<file path="src/rtl/multicycle_ctrl_if.sv">
// Control/status bundle between the multi-cycle sequencer and the RV32I datapath + memory port.
// master = sequencer side (drives strobes/selects), slave = datapath/memory side.
interface multicycle_ctrl_if;
    logic [31:0] inst;
    logic        br_taken;
    logic        mem_ready;
    logic        mem_req;
    logic        mem_we;
    logic        mem_addr_sel;
    logic        ir_we;
    logic        oldpc_we;
    logic        pc_we;
    logic [1:0]  pc_src;
    logic [1:0]  alu_a_sel;
    logic [1:0]  alu_b_sel;
    logic [1:0]  alu_op;
    logic        rf_we;
    logic [1:0]  wb_sel;
    logic        retire;
    logic        illegal;
    logic [31:0] instret;

    modport master (
        input  inst, br_taken, mem_ready,
        output mem_req, mem_we, mem_addr_sel, ir_we, oldpc_we, pc_we, pc_src,
               alu_a_sel, alu_b_sel, alu_op, rf_we, wb_sel, retire, illegal, instret
    );

    modport slave (
        output inst, br_taken, mem_ready,
        input  mem_req, mem_we, mem_addr_sel, ir_we, oldpc_we, pc_we, pc_src,
               alu_a_sel, alu_b_sel, alu_op, rf_we, wb_sel, retire, illegal, instret
    );
endinterface

</file>
<file path="src/rtl/multicycle_ctrl.sv">
// RV32I multi-cycle sequencer: 3-5 cycles/instruction, outputs decoded from state + IR opcode.
// Stalls in FETCH/MEM while mem_ready is low; mem_req is held until the ready cycle.
module multicycle_ctrl (
    input  logic              clk,
    input  logic              rst_n,
    multicycle_ctrl_if.master bus
);
    typedef enum logic [2:0] {
        S_IDLE, S_FETCH, S_DECODE, S_EXEC, S_MEM, S_WB, S_TRAP
    } state_t;

    localparam logic [6:0] OPC_OP     = 7'b0110011;
    localparam logic [6:0] OPC_OP_IMM = 7'b0010011;
    localparam logic [6:0] OPC_LOAD   = 7'b0000011;
    localparam logic [6:0] OPC_STORE  = 7'b0100011;
    localparam logic [6:0] OPC_BRANCH = 7'b1100011;
    localparam logic [6:0] OPC_LUI    = 7'b0110111;
    localparam logic [6:0] OPC_JAL    = 7'b1101111;
    localparam logic [6:0] OPC_JALR   = 7'b1100111;

    state_t      state_q, state_d;
    logic [31:0] instret_q;
    logic [6:0]  opc;
    logic        opc_legal;

    assign opc = bus.inst[6:0];

    always_comb begin
        case (opc)
            OPC_OP, OPC_OP_IMM, OPC_LOAD, OPC_STORE,
            OPC_BRANCH, OPC_LUI, OPC_JAL, OPC_JALR: opc_legal = 1'b1;
            default:                                opc_legal = 1'b0;
        endcase
    end

    always_comb begin
        state_d          = state_q;
        bus.mem_req      = 1'b0;
        bus.mem_we       = 1'b0;
        bus.mem_addr_sel = 1'b0;
        bus.ir_we        = 1'b0;
        bus.oldpc_we     = 1'b0;
        bus.pc_we        = 1'b0;
        bus.pc_src       = 2'd0;
        bus.alu_a_sel    = 2'd0;
        bus.alu_b_sel    = 2'd0;
        bus.alu_op       = 2'd0;
        bus.rf_we        = 1'b0;
        bus.wb_sel       = 2'd0;
        bus.retire       = 1'b0;
        bus.illegal      = 1'b0;
        case (state_q)
            S_IDLE: state_d = S_FETCH;
            S_FETCH: begin
                bus.mem_req  = 1'b1;
                bus.oldpc_we = 1'b1;
                if (bus.mem_ready) begin
                    bus.ir_we = 1'b1;
                    bus.pc_we = 1'b1;
                    state_d   = S_DECODE;
                end
            end
            // old PC + imm lands in ALUOut as the branch/JAL target
            S_DECODE: begin
                bus.alu_a_sel = 2'd1;
                bus.alu_b_sel = 2'd1;
                state_d       = opc_legal ? S_EXEC : S_TRAP;
            end
            S_EXEC: begin
                case (opc)
                    OPC_OP: begin
                        bus.alu_op = 2'd1;
                        state_d    = S_WB;
                    end
                    OPC_OP_IMM: begin
                        bus.alu_b_sel = 2'd1;
                        bus.alu_op    = 2'd1;
                        state_d       = S_WB;
                    end
                    OPC_LOAD, OPC_STORE: begin
                        bus.alu_b_sel = 2'd1;
                        state_d       = S_MEM;
                    end
                    OPC_LUI: begin
                        bus.alu_a_sel = 2'd2;
                        bus.alu_b_sel = 2'd1;
                        state_d       = S_WB;
                    end
                    OPC_BRANCH: begin
                        bus.alu_op = 2'd2;
                        bus.pc_src = 2'd1;
                        bus.pc_we  = bus.br_taken;
                        bus.retire = 1'b1;
                        state_d    = S_FETCH;
                    end
                    // PC already holds PC+4, so the link write and PC update share this edge
                    OPC_JAL: begin
                        bus.pc_we  = 1'b1;
                        bus.pc_src = 2'd1;
                        bus.rf_we  = 1'b1;
                        bus.wb_sel = 2'd2;
                        bus.retire = 1'b1;
                        state_d    = S_FETCH;
                    end
                    OPC_JALR: begin
                        bus.alu_b_sel = 2'd1;
                        bus.pc_we     = 1'b1;
                        bus.pc_src    = 2'd2;
                        bus.rf_we     = 1'b1;
                        bus.wb_sel    = 2'd2;
                        bus.retire    = 1'b1;
                        state_d       = S_FETCH;
                    end
                    default: state_d = S_TRAP;
                endcase
            end
            S_MEM: begin
                bus.mem_req      = 1'b1;
                bus.mem_addr_sel = 1'b1;
                bus.mem_we       = (opc == OPC_STORE);
                if (bus.mem_ready) begin
                    if (opc == OPC_STORE) begin
                        bus.retire = 1'b1;
                        state_d    = S_FETCH;
                    end else begin
                        state_d    = S_WB;
                    end
                end
            end
            S_WB: begin
                bus.rf_we  = 1'b1;
                bus.wb_sel = (opc == OPC_LOAD) ? 2'd1 : 2'd0;
                bus.retire = 1'b1;
                state_d    = S_FETCH;
            end
            S_TRAP:  bus.illegal = 1'b1;
            default: state_d = S_IDLE;
        endcase
    end

    always_ff @(posedge clk or negedge rst_n) begin
        if (!rst_n) begin
            state_q   <= S_IDLE;
            instret_q <= 32'd0;
        end else begin
            state_q <= state_d;
            if (bus.retire) instret_q <= instret_q + 32'd1;
        end
    end

    assign bus.instret = instret_q;
endmodule

</file>
<file path="src/flat_wrapper.sv">
// flat-port wrapper written by rule: the top's interface ports become plain ports
module multicycle_ctrl_flat 
  (clk, rst_n, bus_inst, bus_br_taken, bus_mem_ready, bus_mem_req, bus_mem_we, bus_mem_addr_sel, bus_ir_we, bus_oldpc_we, bus_pc_we, bus_pc_src, bus_alu_a_sel, bus_alu_b_sel, bus_alu_op, bus_rf_we, bus_wb_sel, bus_retire, bus_illegal, bus_instret);
  multicycle_ctrl_if bus_i ();
  input  logic clk;
  input  logic rst_n;
  input wire logic [$bits(bus_i.inst)-1:0] bus_inst;
  input wire logic [$bits(bus_i.br_taken)-1:0] bus_br_taken;
  input wire logic [$bits(bus_i.mem_ready)-1:0] bus_mem_ready;
  output wire logic [$bits(bus_i.mem_req)-1:0] bus_mem_req;
  output wire logic [$bits(bus_i.mem_we)-1:0] bus_mem_we;
  output wire logic [$bits(bus_i.mem_addr_sel)-1:0] bus_mem_addr_sel;
  output wire logic [$bits(bus_i.ir_we)-1:0] bus_ir_we;
  output wire logic [$bits(bus_i.oldpc_we)-1:0] bus_oldpc_we;
  output wire logic [$bits(bus_i.pc_we)-1:0] bus_pc_we;
  output wire logic [$bits(bus_i.pc_src)-1:0] bus_pc_src;
  output wire logic [$bits(bus_i.alu_a_sel)-1:0] bus_alu_a_sel;
  output wire logic [$bits(bus_i.alu_b_sel)-1:0] bus_alu_b_sel;
  output wire logic [$bits(bus_i.alu_op)-1:0] bus_alu_op;
  output wire logic [$bits(bus_i.rf_we)-1:0] bus_rf_we;
  output wire logic [$bits(bus_i.wb_sel)-1:0] bus_wb_sel;
  output wire logic [$bits(bus_i.retire)-1:0] bus_retire;
  output wire logic [$bits(bus_i.illegal)-1:0] bus_illegal;
  output wire logic [$bits(bus_i.instret)-1:0] bus_instret;
  assign bus_i.inst = bus_inst;
  assign bus_i.br_taken = bus_br_taken;
  assign bus_i.mem_ready = bus_mem_ready;
  assign bus_mem_req = bus_i.mem_req;
  assign bus_mem_we = bus_i.mem_we;
  assign bus_mem_addr_sel = bus_i.mem_addr_sel;
  assign bus_ir_we = bus_i.ir_we;
  assign bus_oldpc_we = bus_i.oldpc_we;
  assign bus_pc_we = bus_i.pc_we;
  assign bus_pc_src = bus_i.pc_src;
  assign bus_alu_a_sel = bus_i.alu_a_sel;
  assign bus_alu_b_sel = bus_i.alu_b_sel;
  assign bus_alu_op = bus_i.alu_op;
  assign bus_rf_we = bus_i.rf_we;
  assign bus_wb_sel = bus_i.wb_sel;
  assign bus_retire = bus_i.retire;
  assign bus_illegal = bus_i.illegal;
  assign bus_instret = bus_i.instret;
  multicycle_ctrl u_core (.clk(clk), .rst_n(rst_n), .bus(bus_i));
endmodule
</file>
<file path="config.mk">
export PLATFORM = sky130hd
export DESIGN_NAME = multicycle_ctrl_flat
export DESIGN_NICKNAME = d
export VERILOG_FILES = /design/src/rtl/multicycle_ctrl_if.sv /design/src/rtl/multicycle_ctrl.sv /design/src/flat_wrapper.sv
export SDC_FILE = /design/constraint.sdc
export NUM_CORES = 1
export LEC_CHECK = 0
export CAP_MARGIN = 20
export CORE_MARGIN = 2
export CORE_UTILIZATION = 38
export DETAILED_ROUTE_END_ITERATION = 12
export PLACE_DENSITY = 0.76
export SLEW_MARGIN = 15
export SYNTH_ARGS = -nofsm -noshare
export SYNTH_HDL_FRONTEND = slang
export SYNTH_SLANG_ARGS = --single-unit
</file>
<file path="constraint.sdc">
create_clock -name clk -period 2.7 [get_ports clk]
set_input_delay 0.81 -clock clk [delete_from_list [all_inputs] [get_ports clk]]
set_output_delay 0.81 -clock clk [all_outputs]
set_load 0.02 [all_outputs]
</file>
; Yosys cells after proc, flatten, opt, wreduce, memory -nomap -nowiden
; Index checks and enable logic that the tools add are counted.
[totals]
regBits = 35
inputBits = 36
out_inout_bits = 51
wordCells = 65
[op_classes]
addsub = 1
eq_ne = 16
n_mux = 33
bitwise_logic = 1
reduce_logical = 12
[ops]
columns = cell, count
row1 = 32-bit by 1-bit adder with 32-bit output (second input constant), 1
row2 = 7-bit by 6-bit equality test with 1-bit output (second input constant), 3
row3 = 7-bit equality test (second input constant), 3
row4 = 2-bit one-hot mux with 2 select lines, 5
row5 = 3-bit one-hot mux with 6 select lines, 1
row6 = 1-bit 2-to-1 mux, 14
row7 = 3-bit 2-to-1 mux, 4
row8 = 2-bit OR reduction, 6
row9 = 3-bit equality test (second input constant), 3
row10 = 3-bit one-hot mux with 3 select lines, 1
row11 = 2-bit 2-to-1 mux, 4
row12 = 8-bit OR reduction, 1
row13 = 7-bit by 2-bit equality test with 1-bit output (second input constant), 1
row14 = 7-bit by 5-bit equality test with 1-bit output (second input constant), 1
row15 = 3-bit by 2-bit equality test with 1-bit output (second input constant), 2
row16 = 1-bit one-hot mux with 2 select lines, 3
row17 = 3-bit OR reduction, 2
row18 = 5-bit OR reduction, 1
row19 = 2-bit inequality test (second input constant), 2
row20 = 3-bit by 1-bit equality test with 1-bit output (second input constant), 1
row21 = 3-bit logical NOT, 1
row22 = 1-bit one-hot mux with 3 select lines, 1
row23 = 3-bit AND reduction, 1
row24 = 1-bit NOT, 1

; Longest topological paths before layout
; Gate-level depths: netlist of run 1.
[depth]
word_depth = 5
depth_mapped = 7
mapped_depth_nobuf = 6

; Least setup slack after synthesis of run 1
; No wires, ideal clock.
[synth_timing]
path_kind = input-to-output
start = input bus_inst[4]
end = output bus_pc_we
arrival_ns = 2.119
required_ns = 1.890
slack_ns = -0.229
stages = 4
n_path_buf = 1
path_cell_list = clkbuf_1 > nand4b_1 > or3_1 > o21ai_0
[synth_between]
elab_chain_len = 4
word_cells_on_any_way = 6
classes_between = eq/ne: 3 / mux: 2 / reduce/logical: 1
[synth_rtl]
columns = element, line
row1 = "start, declared", flat_wrapper.sv:7  ; input wire logic [$bits(bus_i.inst)-1:0] bus_inst;
row2 = 7-bit equality test, multicycle_ctrl.sv:70  ; case (opc)
row3 = 2-bit OR reduction (no source line), n/a
row4 = 1-bit one-hot mux with 2 select lines (*), multicycle_ctrl.sv:70
row5 = 1-bit one-hot mux with 2 select lines (*), multicycle_ctrl.sv:52  ; case (state_q)
row6 = "end, declared", flat_wrapper.sv:15  ; output wire logic [$bits(bus_i.pc_we)-1:0] bus_pc_we;
; Mark *: on every way between the ends. The rest lies on a longest branch, timed or not.

; Worst setup path after layout of run 1
[layout_timing]
start = input bus_inst[2]
end = output bus_alu_b_sel[0]
[layout_between]
elab_chain_len = 4
word_cells_on_any_way = 8
classes_between = eq/ne: 5 / mux: 2 / reduce/logical: 1
[layout_rtl]
columns = element, line
row1 = 7-bit by 5-bit equality test with 1-bit output (tied with other cells), multicycle_ctrl.sv:70
row2 = 5-bit OR reduction (no source line) (*), n/a
row3 = 1-bit 2-to-1 mux (*), multicycle_ctrl.sv:70
row4 = 2-bit one-hot mux with 2 select lines (*), multicycle_ctrl.sv:52
row5 = "end, declared", flat_wrapper.sv:18  ; output wire logic [$bits(bus_i.alu_b_sel)-1:0] bus_alu_b_sel;
; Marks and branches as above.

==> results.md, run 1 <==
Routing:
- Using the TritonRoute via totals, the vias-per-cell ratio works out to 5.12.
- After detailed routing, the number of remaining DRC violations is 0.
- Once detail routing completed, the nets flagged for antenna violations numbered 0.
- The post-detailed-routing wire length is 5430 um.
- Before antenna repair, the detailed router went through 4 iterations.
- For this block, the initial DRC count from the detailed router was 131.
- The count of vias placed by the detailed router is 1,987.
- The average wire length per cell after detail routing is 14.0 um.

Finish:
- Excluding fillers, the count of instances in the completed layout stands at 388.
- Compared with the post-synthesis result, the final layout area differs by 56.6%.
- For this run, the post-layout net count is 354.
- Summing all non-filler instances in the final layout gives an area of 0.00315 sq mm.
- The fraction of layout instances using a drive strength above 1 is 0.311.
- After filler insertion, the fill cell instance count of the layout stands at 436.
- 0 antenna diodes ended up in the layout.

Synth:
- The synthesized cell area is 0.00201 sq mm.
- The number of nets in the synthesized netlist is 251.
- The Yosys step of the flow raised 0 warnings.
- The share of the synthesized area in compound gates (AO/OA/AOI/OAI) is 0.0453.
- The adder-cell share of the synthesized area is 0.00621.
- The multiplexer fraction of the synthesized cell area is 0.
- The share of the Yosys chip area taken by registers is 0.435.
- The synthesized design spends more area on one cell type than any other, namely dfrtp_1.
- The number of library cell types mapped by synthesis is 44.
- Of the total synthesized cell area, the portion taken by XOR and XNOR cells is 0.135.
- The gate count after technology mapping is 214.
- After synthesis the netlist holds a flip-flop and latch count of 35.
- The share of synthesized area in the top cell type comes to 0.435.
- The area share of and/or/nand/nor cells after synthesis is 0.337.
- Sorting the synthesized cells by area gives the leading types as dfrtp_1 (43%), xor2_1 (8.3%), xnor2_1 (5.2%).
- The dominant combinational cell family by area after synthesis is simple AND/OR/NAND/NOR gates.
- The mean instance size in the synthesized netlist is 9.41 sq um.

Worst setup path:
- The depth of the worst register-to-register path is 9.
- The arrival time of data at the critical path endpoint is 1870 ps.
- The worst setup path is launched from an input port.
- The worst setup path is of the input port to output pin kind.
- The reg-to-reg critical path endpoint is u_core.bus.instret[23].
- The critical path goes through buf_4 > nor2b_4 > nand3_2 > nor3b_2 > or4_4 > buf_6.
- In this design, the stage delay of the slowest critical-path cell is 510 ps.
- The startpoint of the lowest-slack register-to-register path is u_core.state_q[2].
- The worst endpoint required time is 1890 ps.
- The nature of the critical path endpoint is an output pin.
- Along the worst path, the maximum fanout reaches 4.
- The slowest stage of the critical path belongs to the cell or4_4.
- The reg2reg setup slack is 540 ps.

Global routing:
- For this run the aggregate overflow at the end of global routing stands at 0.
- The via count of the first global-routing pass is 1,940.
- The first global-routing pass estimated 9050 um of wire.
- The routing layer with the top usage in global route is met2.
- In the global route stage, overall resource usage came out at 0.188.
- Entering global routing, the biggest net connects 36 pins.
- The number of antenna violations at the first check in global routing is 0.
- The met2 track utilization from global routing is 0.321.
- In the global route stage, met3 resource usage came out at 0.0541.
- In the global route stage, met1 resource usage came out at 0.223.

Clock network:
- The clock tree from TritonCTS is done.
- The total number of clock tree sinks is 35.
- The number of buffers created by CTS is 5.
- The number of buffers on the longest clock path is 2.
- After clock tree synthesis, the clock-pin slew on the worst setup and hold paths is 70 ps.
- The clock root buffer master is clkbuf_8.
- The clock reaches the later pin of the worst-skew pair after 290 ps.
- In this run the number of H-tree levels came out at 2.
- The number of hold buffers added after CTS was 0.

Timing:
- The final cycle utilization of the critical path is 0.992.
- The final-report hold violation count is 0.
- The post-route minimum period is 2680 ps.
- The pin slew with the least headroom to its limit is 541 ps.
- Setup violations remaining at the end of the flow were counted as 0.
- The worst-case headroom to the max-slew limit is 0.638.
- For this run, the top clock speed supported by timing is 0.374 GHz.
- The worst clock skew is 7.79 ps.
- The minimum hold slack is 481 ps.
- The count of pins over their slew limit came to 0.

Min path:
- The hold-critical path depth is 1.
- The worst min-delay path endpoint is u_core.bus.instret[31].
- The worst hold path begins at u_core.bus.instret[31].
- The classification of the worst-slack hold path is flop to flop.

Pwr:
- The leakage power is 0.00154 uW.
- IR analysis of the VDD net gives a maximum drop of 0.394 mV.
- The power density normalized to cell area is 565 mW/mm^2.

Floorplan:
- The floorplan has 26 rows.
- The y dimension of the die is 76.8 um.
- 87 I/O pins were placed.
- The floorplan die area is 0.00590 sq mm.
- The initial cell density of the core is 0.394.
- In this run the horizontal extent of the chip is 76.8 um.
- The core area is 0.00511 sq mm.

Placement:
- Once placement finished, the instance area stood at 0.00298 sq mm.
- Port buffering added 60 buffers.
- The final weighted congestion in routability-driven placement is 0.845.
- Counting tap cells, the placed design contains a total of 373 instances.
- The total half-perimeter wirelength after legalization and detailed placement is 3970 um.

Job:
- The max-cap check violation count is 0.

Outcome:
- The run finished with clean final reports.
-- power by group --
group          leakage (uW)  internal [uW]  switching [uW]
clock network     0.0000612            299             189
logic               0.00102            336             327
registers          0.000456            577            55.1
-- stage by stage --
stage          setup WS, ps  utilization  setup TNS, ps  total power [uW]
2_1_floorplan         -89.0            -           -330               958
3_3_place_gp           -854        0.583         -14710              1270
3_5_place_dp           -888        0.583         -15290              1280
4_1_cts               0.974        0.609              0              1780
5_1_grt               -4.87        0.618          -4.87              1870
6_report               22.9        0.618              0              1780
-- layout make-up --
class | instances | area (sq um) | share of cell area
clock inverter | 2 | 35.0 | 0.0111
timing repair buffer | 104 | 903 | 0.286
clock buffer | 6 | 82.6 | 0.0262
inverter | 12 | 50.0 | 0.0159
sequential | 35 | 876 | 0.278
multi-input combinational | 159 | 1120 | 0.355
tap | 70 | 87.6 | 0.0278
-- placed cells by master, fill, tap and decap left out, drive strengths merged, types with 2 or more instances in the layout --
cell,n
nor2b,2
o311ai,2
nand2,20
buf,61
xnor2,12
clkdlybuf4s50,35
clkdlybuf4s15,2
and4,2
nand4,10
nor4b,4
nand3b,2
nor3b,3
nor3,19
and3,7
nand3,8
nor4,10
o21ai,2
inv,11
or4,2
clkbuf,7
clkinv,2
or2,2
dlymetal6s2s,4
or3,3
nor2,16
dfrtp,35
a21oi,3
xor2,19
nand4b,2
-- what timing repair did --
action	CTS	global route
pin swaps	13	5
setup buffers	1	6
endpoints found under the setup margin	16	10
gates resized for setup	100	9
-- how the worst max path moves through the flow --
stage,start,to,slack (ps),cells past startpoint
3_3_place_gp,bus_inst[5],bus_pc_src[0],-850,5
4_1_cts,bus_inst[2],bus_alu_b_sel[0],1,6
3_5_place_dp,bus_inst[5],bus_pc_src[0],-890,5
2_1_floorplan,bus_inst[6],bus_wb_sel[0],-90,3
5_1_grt,bus_inst[0],bus_alu_b_sel[0],-5,7
6_report,bus_inst[2],bus_alu_b_sel[0],20,6
-- critical path, delay by kind of cell --
kind                   cells  cell delay, ps
buffers and inverters      2             290
and+or+nand+nor            4             770
-- synth_stat cells, drive strengths merged --
cell    count
dfrtp      35
nand2      20
nor3       19
xor2       19
nor2       16
xnor2      12
inv        11
nand4      10
nor4       10
nand3       8
and3        7
clkbuf      5
nor4b       4
a21oi       3
buf         3
nor3b       3
or3         3
and4        2
nand3b      2
nand4b      2
nor2b       2
o21ai       2
o311ai      2
or2         2
or4         2
a211oi      1
a221o       1
a221oi      1
and2        1
and4b       1
clkinv      1
conb        1
ha          1
o211ai      1
o31ai       1
-- flip-flops by register name, indices dropped and copies added, names as in the netlist --
register / flops
u_core.bus.instret: 32
u_core.state_q: 3
-- kinds of logic (layout without fill, tap and decap cells) --
kind of cell / count (synthesis) / count (layout)
buffers and inverters: 20 / 124
AOI/OAI and AO/OA: 12 / 12
adders and majority gates: 1 / 1
xor gates and xnor gates: 31 / 31
other: 1 / 1
DFF: 35 / 35
and+or+nand+nor: 114 / 114
-- layer usage --
layer,wire [um],share of wire
met1,2330,0.43
met4,97,0.018
met2,2650,0.49
met3,348,0.064
met5,0,0
(Power assumes the default switching activity.)
==> run 2, diff against run 1 <==
- SLEW_MARGIN: 15 -> not set
==> results of run 2 <==
No change in the layout: final DEF, timing and power equal those of run 1.
